File: config.mk
export PLATFORM = sky130hd
export DESIGN_NAME = mod_fetch_unit
export DESIGN_NICKNAME = d
export VERILOG_FILES = /design/src/rtl/mod_fetch_unit.sv
export SDC_FILE = /design/constraint.sdc
export NUM_CORES = 1
export LEC_CHECK = 0
export CORE_UTILIZATION = 49
export DETAILED_ROUTE_END_ITERATION = 6
export GPL_TIMING_DRIVEN = 0
export PLACE_DENSITY_LB_ADDON = 0.25
export SETUP_SLACK_MARGIN = 0.2
export SLEW_MARGIN = 10
export SYNTH_ARGS = -nofsm -noshare
export SYNTH_HDL_FRONTEND = slang
export SYNTH_SLANG_ARGS = --single-unit
File: constraint.sdc
create_clock -name clk -period 4 [get_ports clk]
set_input_delay 0.8 -clock clk [delete_from_list [all_inputs] [get_ports clk]]
set_output_delay 0.8 -clock clk [all_outputs]
set_load 0.01 [all_outputs]
File: src/rtl/mod_fetch_unit.sv
// Instruction prefetch stage: fills a small queue of sequential words from a
// wait-stated memory and presents the word at the core's pc, refetching on redirect.
module mod_fetch_unit #(
  parameter int          DEPTH    = 4,
  parameter logic [31:0] RESET_PC = 32'h0
) (
  input  logic        clk,
  input  logic        reset,
  input  logic [31:0] pc,
  input  logic        advance,
  output logic [31:0] instruction,
  output logic        ins_valid,
  output logic        imem_req,
  output logic [31:0] imem_addr,
  input  logic        imem_ack,
  input  logic [31:0] imem_rdata
);

  localparam int             PW         = (DEPTH > 1) ? $clog2(DEPTH) : 1;
  localparam int             CW         = PW + 1;
  localparam logic [CW-1:0]  DEPTH_C    = CW'(DEPTH);
  localparam logic [31:0]    RESET_PC_W = {RESET_PC[31:2], 2'b00};

  logic [31:0]   mem [DEPTH];
  logic [PW-1:0] head, tail;
  logic [CW-1:0] count, count_nxt;
  logic [31:0]   stream_pc, fetch_addr, fetch_nxt, req_addr, pc_w;
  logic          outstanding, discard;
  logic          redirect, ack, pop, push, out_keep, issue;

  always_comb begin
    pc_w        = {pc[31:2], 2'b00};
    redirect    = (pc_w != stream_pc);
    ins_valid   = (count != '0) && !redirect;
    instruction = ins_valid ? mem[head] : 32'h0;
    ack         = imem_ack && outstanding;
    pop         = advance && ins_valid;
    // a word acked in a redirect cycle, or flagged stale, never enters the queue
    push        = ack && !discard && !redirect;
    count_nxt   = redirect ? '0 : count + CW'(push) - CW'(pop);
    fetch_nxt   = redirect ? pc_w : (push ? fetch_addr + 32'd4 : fetch_addr);
    out_keep    = outstanding && !ack;
    // decided on next-state occupancy so an ack can chain straight into the next request
    issue       = !out_keep && (count_nxt < DEPTH_C);
  end

  always_ff @(posedge clk) begin
    if (reset) begin
      head        <= '0;
      tail        <= '0;
      count       <= '0;
      stream_pc   <= RESET_PC_W;
      fetch_addr  <= RESET_PC_W;
      outstanding <= 1'b0;
      discard     <= 1'b0;
      req_addr    <= 32'h0;
    end else begin
      count       <= count_nxt;
      fetch_addr  <= fetch_nxt;
      outstanding <= out_keep || issue;
      if (issue) req_addr <= fetch_nxt;
      if (redirect) begin
        head      <= '0;
        tail      <= '0;
        stream_pc <= pc_w;
      end else begin
        if (push) tail <= tail + PW'(1);
        if (pop) begin
          head      <= head + PW'(1);
          stream_pc <= stream_pc + 32'd4;
        end
      end
      if (ack)                          discard <= 1'b0;
      else if (redirect && outstanding) discard <= 1'b1;
    end
  end

  always_ff @(posedge clk) begin
    if (push) mem[tail] <= imem_rdata;
  end

  assign imem_req  = outstanding;
  assign imem_addr = req_addr;

endmodule

* Yosys cells after proc, flatten, opt, wreduce, memory -nomap -nowiden
Memory sizes are Yosys's and may differ from the RTL's. A register that Yosys moved wholly into a read port is not among the register bits. Cells that the tools add are included.
Operators by class: reduce and logical (&&, ||, !) cells 17, bitwise logic cells 0, divide/modulo/power cells 0, $lt $le $gt $ge 1, multiplexer cells 10, shifts and indexed selects 0, equality and inequality tests 1, add/subtract/negate cells 6, multipliers 0
Operators with widths (number):
- 32-bit two-way mux | 5
- 32-bit by 3-bit adder with 32-bit output, second input constant | 2
- 32-bit != test | 1
- 1-bit logical AND | 8
- 2-bit by 1-bit adder with 2-bit output, second input constant | 2
- 1-bit zero test | 4
- 2-bit two-way mux | 2
- 2-bit OR reduction | 2
- 3-bit by 1-bit adder with 3-bit output | 1
- 3-bit < comparator, second input constant | 1
- 3-bit two-way mux | 1
- 3-bit nonzero test | 1
- 3-bit by 1-bit subtractor with 3-bit output | 1
- 1-bit two-way mux | 2
- 2-bit nonzero test | 1
- 1-bit logical OR | 1
Storage, ports and cells: register bits 105, latch bits 0, memories kept 1, RAM bits 128, memory bits (read-only) 0, word-level logic and storage cells 45, output and inout bits 66
Memories:
- mem | depth 4, bits a word 32, read ports 1, clocked after memory_dff 1, wr ports 1, line 24 | logic [31:0] mem [DEPTH];

* Longest topological paths before layout
Gate-level depths: netlist (run 1).
depth in word-level cells 9, depth in mapped cells 18

* Least setup slack after synthesis (run 1)
OpenSTA, ideal clock, no wires.
path kind input to register, start in pc[12], end reg req_addr[28], in the netlist imem_addr[28], library setup time 131 ps, data required time 3869 ps, arrival time 4178 ps, stages on the path 18, path slack -309 ps, cells stage by stage xor2_1 nor4_1 nand4_1 nor2_1 buf_2 buf_2 buf_2 nand2_1 ha_1 inv_1 ha_1 fa_1 xnor2_1 xnor2_1 o31ai_2 buf_2 a211o_1 a21oi_2
Between the ends: longest elaborated chain between the ends 8, elaborated cells on any way between the ends 12, classes of those cells add/sub (2); order compare (1); eq/ne (1); mux (3); reduce/logical (5)
Ends and longest elaborated chain:
- start: declaration | line 9 | input logic [31:0] pc,
- 32-bit != test * | line 33 | redirect = (pc_w != stream_pc);
- 1-bit zero test | line 34, 39
- 1-bit logical AND (on tied branches) | line 39, 34
- 3-bit by 1-bit adder with 3-bit output / 1-bit logical AND (equally long branches) | line 40, 37
- 3-bit by 1-bit subtractor with 3-bit output | line 40 | count_nxt = redirect ? '0 : count + CW'(push) - CW'(pop);
- 3-bit two-way mux | line 40
- 3-bit < comparator | line 44 | issue = !out_keep && (count_nxt < DEPTH_C);
- 1-bit logical AND | line 44
- end signal: assignment | line 61 | if (issue) req_addr <= fetch_nxt;
- end: declaration | line 27 | logic [31:0] stream_pc, fetch_addr, fetch_nxt, req_addr, pc_w;
Mark *: on every way between the ends. The rest lies on a longest branch, timed or not. A chain may end at the register's enable or synchronous reset.

* Worst setup path after layout (run 1)
start in pc[29], end reg req_addr[24], in the netlist imem_addr[24]
The elaborated chain is that of the path after synthesis.

==> flow_metrics.env, run 1 <==
export IMPL_synth_edf_count=128
export IMPL_worst_ep_required_time_ns=4.38
export IMPL_post_drt_wl_per_cell_um=21.17
export IMPL_critPathArrivalTime_ns=4.37
export IMPL_synth_nets=903
export IMPL_row_count=52
export IMPL_clk_insertion_delay_late_ns=0.54
export IMPL_cts_tree="done"
export IMPL_finalWirelength_um=27690
export IMPL_setup_worst_path_start="pc[29]"
export IMPL_cts_sinks=233
export IMPL_die_x_um=146.5
export IMPL_cp_max_fo=6
export IMPL_rrSetupSlack_ns=0.02
export IMPL_grt_total_usage_pct=25.63
export IMPL_finalHoldViolations=0
export IMPL_placement_io_buffers=130
export IMPL_final_max_slew_viol_count=0
export IMPL_ys_ff_latch=233
export IMPL_endpoint_kind="flip-flop"
export IMPL_hpwlAfterDp_um=18220
export IMPL_ys_warn_count=0
export IMPL_holdBufCountCts=0
export IMPL_multi_input_area_um2=4415
export IMPL_die_h_um=146.5
export IMPL_synth_flop_cell="edfxtp_1"
export IMPL_final_seq_area_um2=5967
export IMPL_areaGrowthSynthToFinish_pct=32.75
export IMPL_path_clk_slew_ns=0.06
export IMPL_worstHoldPathCells=2
export IMPL_cts_htree_levels=1
export IMPL_synth_most_common_cell="edfxtp_1"
export IMPL_stdcell_count=1308
export IMPL_dp_cells=1230
export IMPL_grt_overflow=0
export IMPL_fin_setup_tns_ns=0
export IMPL_worstHoldEndpoint="imem_addr[20]"
export IMPL_fin_area_um2=13580
export IMPL_syn_inst=826
export IMPL_netlist_area_um2=10230
export IMPL_timing_rr_end="imem_addr[24]"
export IMPL_criticalPathCategory="in -> reg"
export IMPL_vias=7682
export IMPL_start_util_pct=50.24
export IMPL_synth_area_top_cells="edfxtp_1 (38%), dfxtp_1 (21%), mux4_2 (7.0%)"
export IMPL_antenna_found_initial=1
export IMPL_ys_types=53
export IMPL_outcome="finished, final reports clean"
export IMPL_hold_class="reg -> reg"
export IMPL_r2r_cells=21
export IMPL_syn_avg_cell_area_um2=12.39
export IMPL_layout_drive_gt1_share_pct=22.76
export IMPL_clock_path_buffers=3
export IMPL_routed_via_density=5.873
export IMPL_netlist_area_leader_share_pct=37.57
export IMPL_finalSetupViolations=0
export IMPL_worst_setup_path_start_kind="input pin"
export IMPL_max_cap_violations=0
export IMPL_slew_headroom_pct=53.80
export IMPL_powerDensity_nw_per_um2=376.1
export IMPL_cts_root_buf="clkbuf_16"
export IMPL_design_core_area_um2=20360
export IMPL_first_iter_violations=598
export IMPL_peakVddDrop_mv=0.3467
export IMPL_fin_crit_sh_pct=99.75
export IMPL_first_pass_iters=5
export IMPL_synth_common_cells="edfxtp_1 (128), dfxtp_1 (105), nand2_1 (59)"
export IMPL_async_flop_share_pct=0
export IMPL_fmax_mhz=250.6
export IMPL_grt_pass1_wl_um=42150
export IMPL_rsz0062_at_grt="true"
export IMPL_ys_seq_area_share_pct=58.11
export IMPL_min_period_ns=3.990
export IMPL_pin_count=134
export IMPL_dpl_cell_area_um2=12060
export IMPL_drcViolationCount=0
export IMPL_synth_top_area_cell="edfxtp_1"
export IMPL_worst_slew_pin_slew_ns=0.6931
export IMPL_worstReg2RegStart="stream_pc[5]"
export IMPL_skew_ns=0.01285
export IMPL_grt_pass1_vias=7628
export IMPL_nets=1097
export IMPL_detail_route_antenna_nets=0
export IMPL_hold_start="imem_addr[20]"
export IMPL_cts_buffers=25
export IMPL_num_fill_cells=1501
export IMPL_grt_max_degree=29
export IMPL_leakage_nw=4.966
export IMPL_dieArea_um2=21460
export IMPL_place_congestion=0.8965
power breakdown:
group	internal, W	switching, W	total [W]
Clock	0.00115	0.000926	0.00208
Combinational	0.000199	0.000196	0.000395
Sequential	0.00257	0.0000578	0.00263
Total	0.00393	0.00118	0.00511
cells by family after synthesis:
family / Yosys count / synth area share, %
AND/OR/NAND/NOR: 247 / 13.27
buffers and inverters: 71 / 3.008
multiplexers: 37 / 7.533
flip-flops: 233 / 58.11
adder cells (fa/ha/maj): 9 / 1.174
XOR/XNOR: 80 / 6.848
AO/OA/AOI/OAI: 149 / 10.05
registers in the layout, summed over array words and instances, names as in the netlist, named ones only:
name	flops
fetch_addr	32
imem_req	1
mem	128
imem_addr	32
stream_pc	30
count	3
discard	1
tail	2
head	2
final cells by class:
cell class / count / area share, %
antenna: 1 / 0.01842
clock inverter: 11 / 0.4606
multi-input combinational: 522 / 32.51
inverter: 12 / 0.3316
sequential: 233 / 43.93
buffer: 59 / 2.856
tap: 270 / 2.487
clock buffer: 33 / 4.836
timing repair buffer: 167 / 12.57
critical path, cell delays in order:
cell	delay, ns
buf_12	0.11
xor2_4	0.18
nor4_2	0.31
nand4_1	0.27
nor2_2	0.20
buf_6	0.14
buf_8	0.10
buf_12	0.10
nand2_4	0.04
ha_4	0.26
inv_2	0.03
ha_4	0.14
fa_2	0.34
xnor2_2	0.16
xnor2_2	0.17
buf_4	0.15
buf_6	0.11
o31a_1	0.28
buf_6	0.15
buf_6	0.13
o211ai_1	0.10
a21oi_1	0.09
cells in the final DEF (no fill, tap or decap), types with 8 or more instances in the layout:
cell type	instances
xor2_1	26
a211oi_1	44
nand2_1	52
buf_2	22
xor2_2	12
xnor2_1	34
clkbuf_1	33
nand3_1	15
dfxtp_2	8
a21oi_1	41
clkdlybuf4s50_1	68
dlygate4sd2_1	29
mux4_2	32
a211o_1	21
buf_12	14
clkbuf_2	9
buf_6	11
buf_4	23
nor3_1	14
a21oi_2	13
inv_1	11
and3_1	41
edfxtp_1	128
dfxtp_1	94
nand4_1	15
clkbuf_16	27
nor2_1	35
worst max path at each step:
| stage | to | slack [ns] | cells after the start |
|---|---|---|---|
| final | imem_addr[24] | 0.01 | 22 |
| after global routing | imem_addr[24] | -0.07 | 18 |
| after CTS | imem_addr[28] | 0.09 | 20 |
| after detailed placement | imem_addr[15] | -1.59 | 19 |
| after global placement | imem_addr[28] | -1.53 | 19 |
| after floorplan | imem_addr[28] | -0.11 | 18 |
per-layer routing:
metal / global-route usage, % / up-vias / wire length, um
li1: - / 3502 / -
met3: 6.656 / 74 / 2339
met1: 33.46 / 3789 / 11360
met5: 0 / - / 0
met4: 10.05 / 0 / 942
met2: 40.95 / 317 / 13050
per-stage QoR:
stage               setup slack [ns]  total power [W]  utilization, %  hold slack (ns)
finish                      0.009916         0.005108           66.69           0.4528
global route                -0.06608         0.005256           66.68           0.4743
CTS                          0.08768         0.005093           64.97           0.4517
detailed placement            -1.592         0.002997           59.21           0.4442
global placement              -1.525         0.002992           58.79           0.4384
floorplan                    -0.1087         0.002813               -           0.4294
what timing repair did:
action / in CTS / in global routing
cloned: 2 / 2
setup endpoints to repair: 67 / 39
resized for setup: 171 / 86
setup buffers: 19 / 10
pin swaps: 28 / 45
(Power assumes the default switching activity.)
==> run 2: changes to the inputs <==
--- a/config.mk
+++ b/config.mk
@@ -9,6 +9,7 @@
 export DETAILED_ROUTE_END_ITERATION = 6
 export GPL_TIMING_DRIVEN = 0
 export PLACE_DENSITY_LB_ADDON = 0.25
+export RECOVER_POWER = 50
 export SETUP_SLACK_MARGIN = 0.2
 export SLEW_MARGIN = 10
 export SYNTH_ARGS = -nofsm -noshare
==> run 2 against run 1 <==
Clock skew down 0.0021 ns. Clock power about the same. Die area unchanged. Highest routed layer unchanged. Global-route usage unchanged. Cell count unchanged. Non-clock buffer count unchanged. Final area unchanged. Clock-buffer cell count unchanged. Maximum frequency about the same. Sequential cell count unchanged.
==> flow_metrics.env, run 2 (same netlist as run 1, synthesis figures left out) <==
export IMPL_outcome="finished, final reports clean"
export IMPL_cts_root_buf="clkbuf_16"
export IMPL_final_common_cell="edfxtp_1"
export IMPL_dieArea_um2=21460
export IMPL_grt_busiest_layer="met2"
export IMPL_dp_cells=1230
export IMPL_largest_register_ffs=128
export IMPL_first_iter_violations=600
export IMPL_power_switching_w=0.001179
export IMPL_pin_count=134
export IMPL_grt_pass1_vias=7628
export IMPL_cts_htree_levels=1
export IMPL_max_cap_violations=0
export IMPL_holdBufCountCts=0
export IMPL_drcViolationCount=0
export IMPL_pre_cts_slack_ns=-1.592
export IMPL_p_int_w=0.003921
export IMPL_layout_common_cells="edfxtp_1 (128), dfxtp_1 (94), nand2_1 (52), a211oi_1 (44)"
export IMPL_p_comb_share_pct=7.6
export IMPL_cts_sinks=233
export IMPL_worst_slew_pin_slew_ns=0.7031
export IMPL_final_max_slew_viol_count=0
export IMPL_hold_class="reg -> reg"
export IMPL_worst_ep_required_time_ns=4.38
export IMPL_cts_tree="done"
export IMPL_row_count=52
export IMPL_hpwlAfterDp_um=18220
export IMPL_fin_ws_ns=0.006979
export IMPL_grt_pass1_wl_um=42150
export IMPL_routed_via_density=5.893
export IMPL_multi_input_area_um2=4415
export IMPL_met2_usage_pct=40.95
export IMPL_cp_max_fo=6
export IMPL_worstReg2RegStart="stream_pc[5]"
export IMPL_grt_overflow=0
export IMPL_num_fill_cells=1501
export IMPL_die_x_um=146.5
export IMPL_p_sw_share_pct=23.12
export IMPL_vias=7708
export IMPL_peakVddDrop_mv=0.3466
export IMPL_grt_max_degree=29
export IMPL_fmax_mhz=250.4
export IMPL_antenna_found_initial=1
export IMPL_final_seq_area_um2=5967
export IMPL_start_util_pct=50.24
export IMPL_critPathArrivalTime_ns=4.38
export IMPL_grtUsageMet1_pct=33.46
export IMPL_fin_setup_tns_ns=0
export IMPL_sequentialPowerShare_pct=51.6
export IMPL_place_congestion=0.8965
export IMPL_gr_usage_met3_pct=6.656
export IMPL_powerDensity_nw_per_um2=375.5
export IMPL_design_core_area_um2=20360
export IMPL_worst_setup_path_start_kind="input pin"
export IMPL_slew_headroom_pct=53.13
export IMPL_clkPwrFrac_pct=40.8
export IMPL_fin_crit_sh_pct=99.83
export IMPL_timing_hold_ws_ns=0.4528
export IMPL_min_period_ns=3.993
export IMPL_setup_worst_path_start="pc[29]"
export IMPL_first_pass_iters=5
export IMPL_path_clk_slew_ns=0.06
export IMPL_endpoint_kind="flip-flop"
export IMPL_die_h_um=146.5
export IMPL_finalWirelength_um=27700
export IMPL_criticalPathCategory="in -> reg"
export IMPL_stdcell_count=1308
export IMPL_cts_buffers=25
export IMPL_placement_io_buffers=130
export IMPL_areaGrowthSynthToFinish_pct=32.75
export IMPL_layout_drive_gt1_share_pct=22.76
export IMPL_nets=1097
export IMPL_rsz0062_at_grt="true"
export IMPL_clk_insertion_delay_late_ns=0.53
export IMPL_post_drt_wl_per_cell_um=21.17
export IMPL_clock_path_buffers=3
export IMPL_hold_start="imem_addr[20]"
export IMPL_top_register="mem"
export IMPL_detail_route_antenna_nets=0
export IMPL_finalHoldViolations=0
export IMPL_skew_ns=0.01075
export IMPL_grt_total_usage_pct=25.63
export IMPL_finalSetupViolations=0
export IMPL_leakage_nw=4.977
-- run 2: through the flow --
stage          power, W  util, %  instance area, um^2
2_1_floorplan  0.002813        -                10330
3_3_place_gp   0.002992    58.79                11970
3_5_place_dp   0.002997    59.21                12060
4_1_cts        0.005093    64.97                13230
5_1_grt        0.005249    66.68                13580
6_report       0.005100    66.69                13580
-- run 2: repair_timing --
item	in CTS	in global routing
pin swaps	28	45
setup buffers	19	10
gates cloned	2	2
setup endpoints to repair	67	39
gates resized for setup	171	86
-- run 2: power groups by stage --
stage,Combinational (W),Clock (W),Sequential [W]
floorplan,0.000140,0,0.00267
global placement,0.000320,0,0.00267
detailed placement,0.000323,0,0.00267
CTS,0.000356,0.00211,0.00263
global route,0.000413,0.00220,0.00264
finish,0.000389,0.00208,0.00263
-- run 2: layout make-up --
| cell class | instances | share of cell area, % |
|---|---|---|
| diodes | 1 | 0.01842 |
| plain buffers | 59 | 2.856 |
| clock buffers | 33 | 4.836 |
| clock inverters | 11 | 0.4606 |
| inverters | 12 | 0.3316 |
| multi-input cells | 522 | 32.51 |
| flip-flops and latches | 233 | 43.93 |
| well taps | 270 | 2.487 |
| repair buffers | 167 | 12.57 |
-- run 2: final timing paths --
check | endpoint | slack (ns) | cells past startpoint
worst min register to register | imem_addr[20] | 0.45 | 2
worst min-delay path | imem_addr[20] | 0.45 | 2
worst max register to register | imem_addr[24] | 0.02 | 21
worst max-delay path | imem_addr[24] | 0.007 | 22
-- run 2: critical path, stage by stage --
cell	delay, ns
buf_12	0.11
xor2_4	0.18
nor4_2	0.31
nand4_1	0.27
nor2_2	0.20
buf_6	0.14
buf_8	0.10
buf_12	0.10
nand2_4	0.04
ha_4	0.26
inv_2	0.03
ha_4	0.14
fa_2	0.34
xnor2_2	0.16
xnor2_2	0.18
buf_4	0.15
buf_6	0.11
o31a_1	0.28
buf_6	0.15
buf_6	0.13
o211ai_1	0.10
a21oi_1	0.09
-- run 2: routing by layer --
metal	share of wire, %	wire length [um]
met3	8.8	2430
met1	41	11310
met2	47	12980
met5	0	0
met4	3.5	982
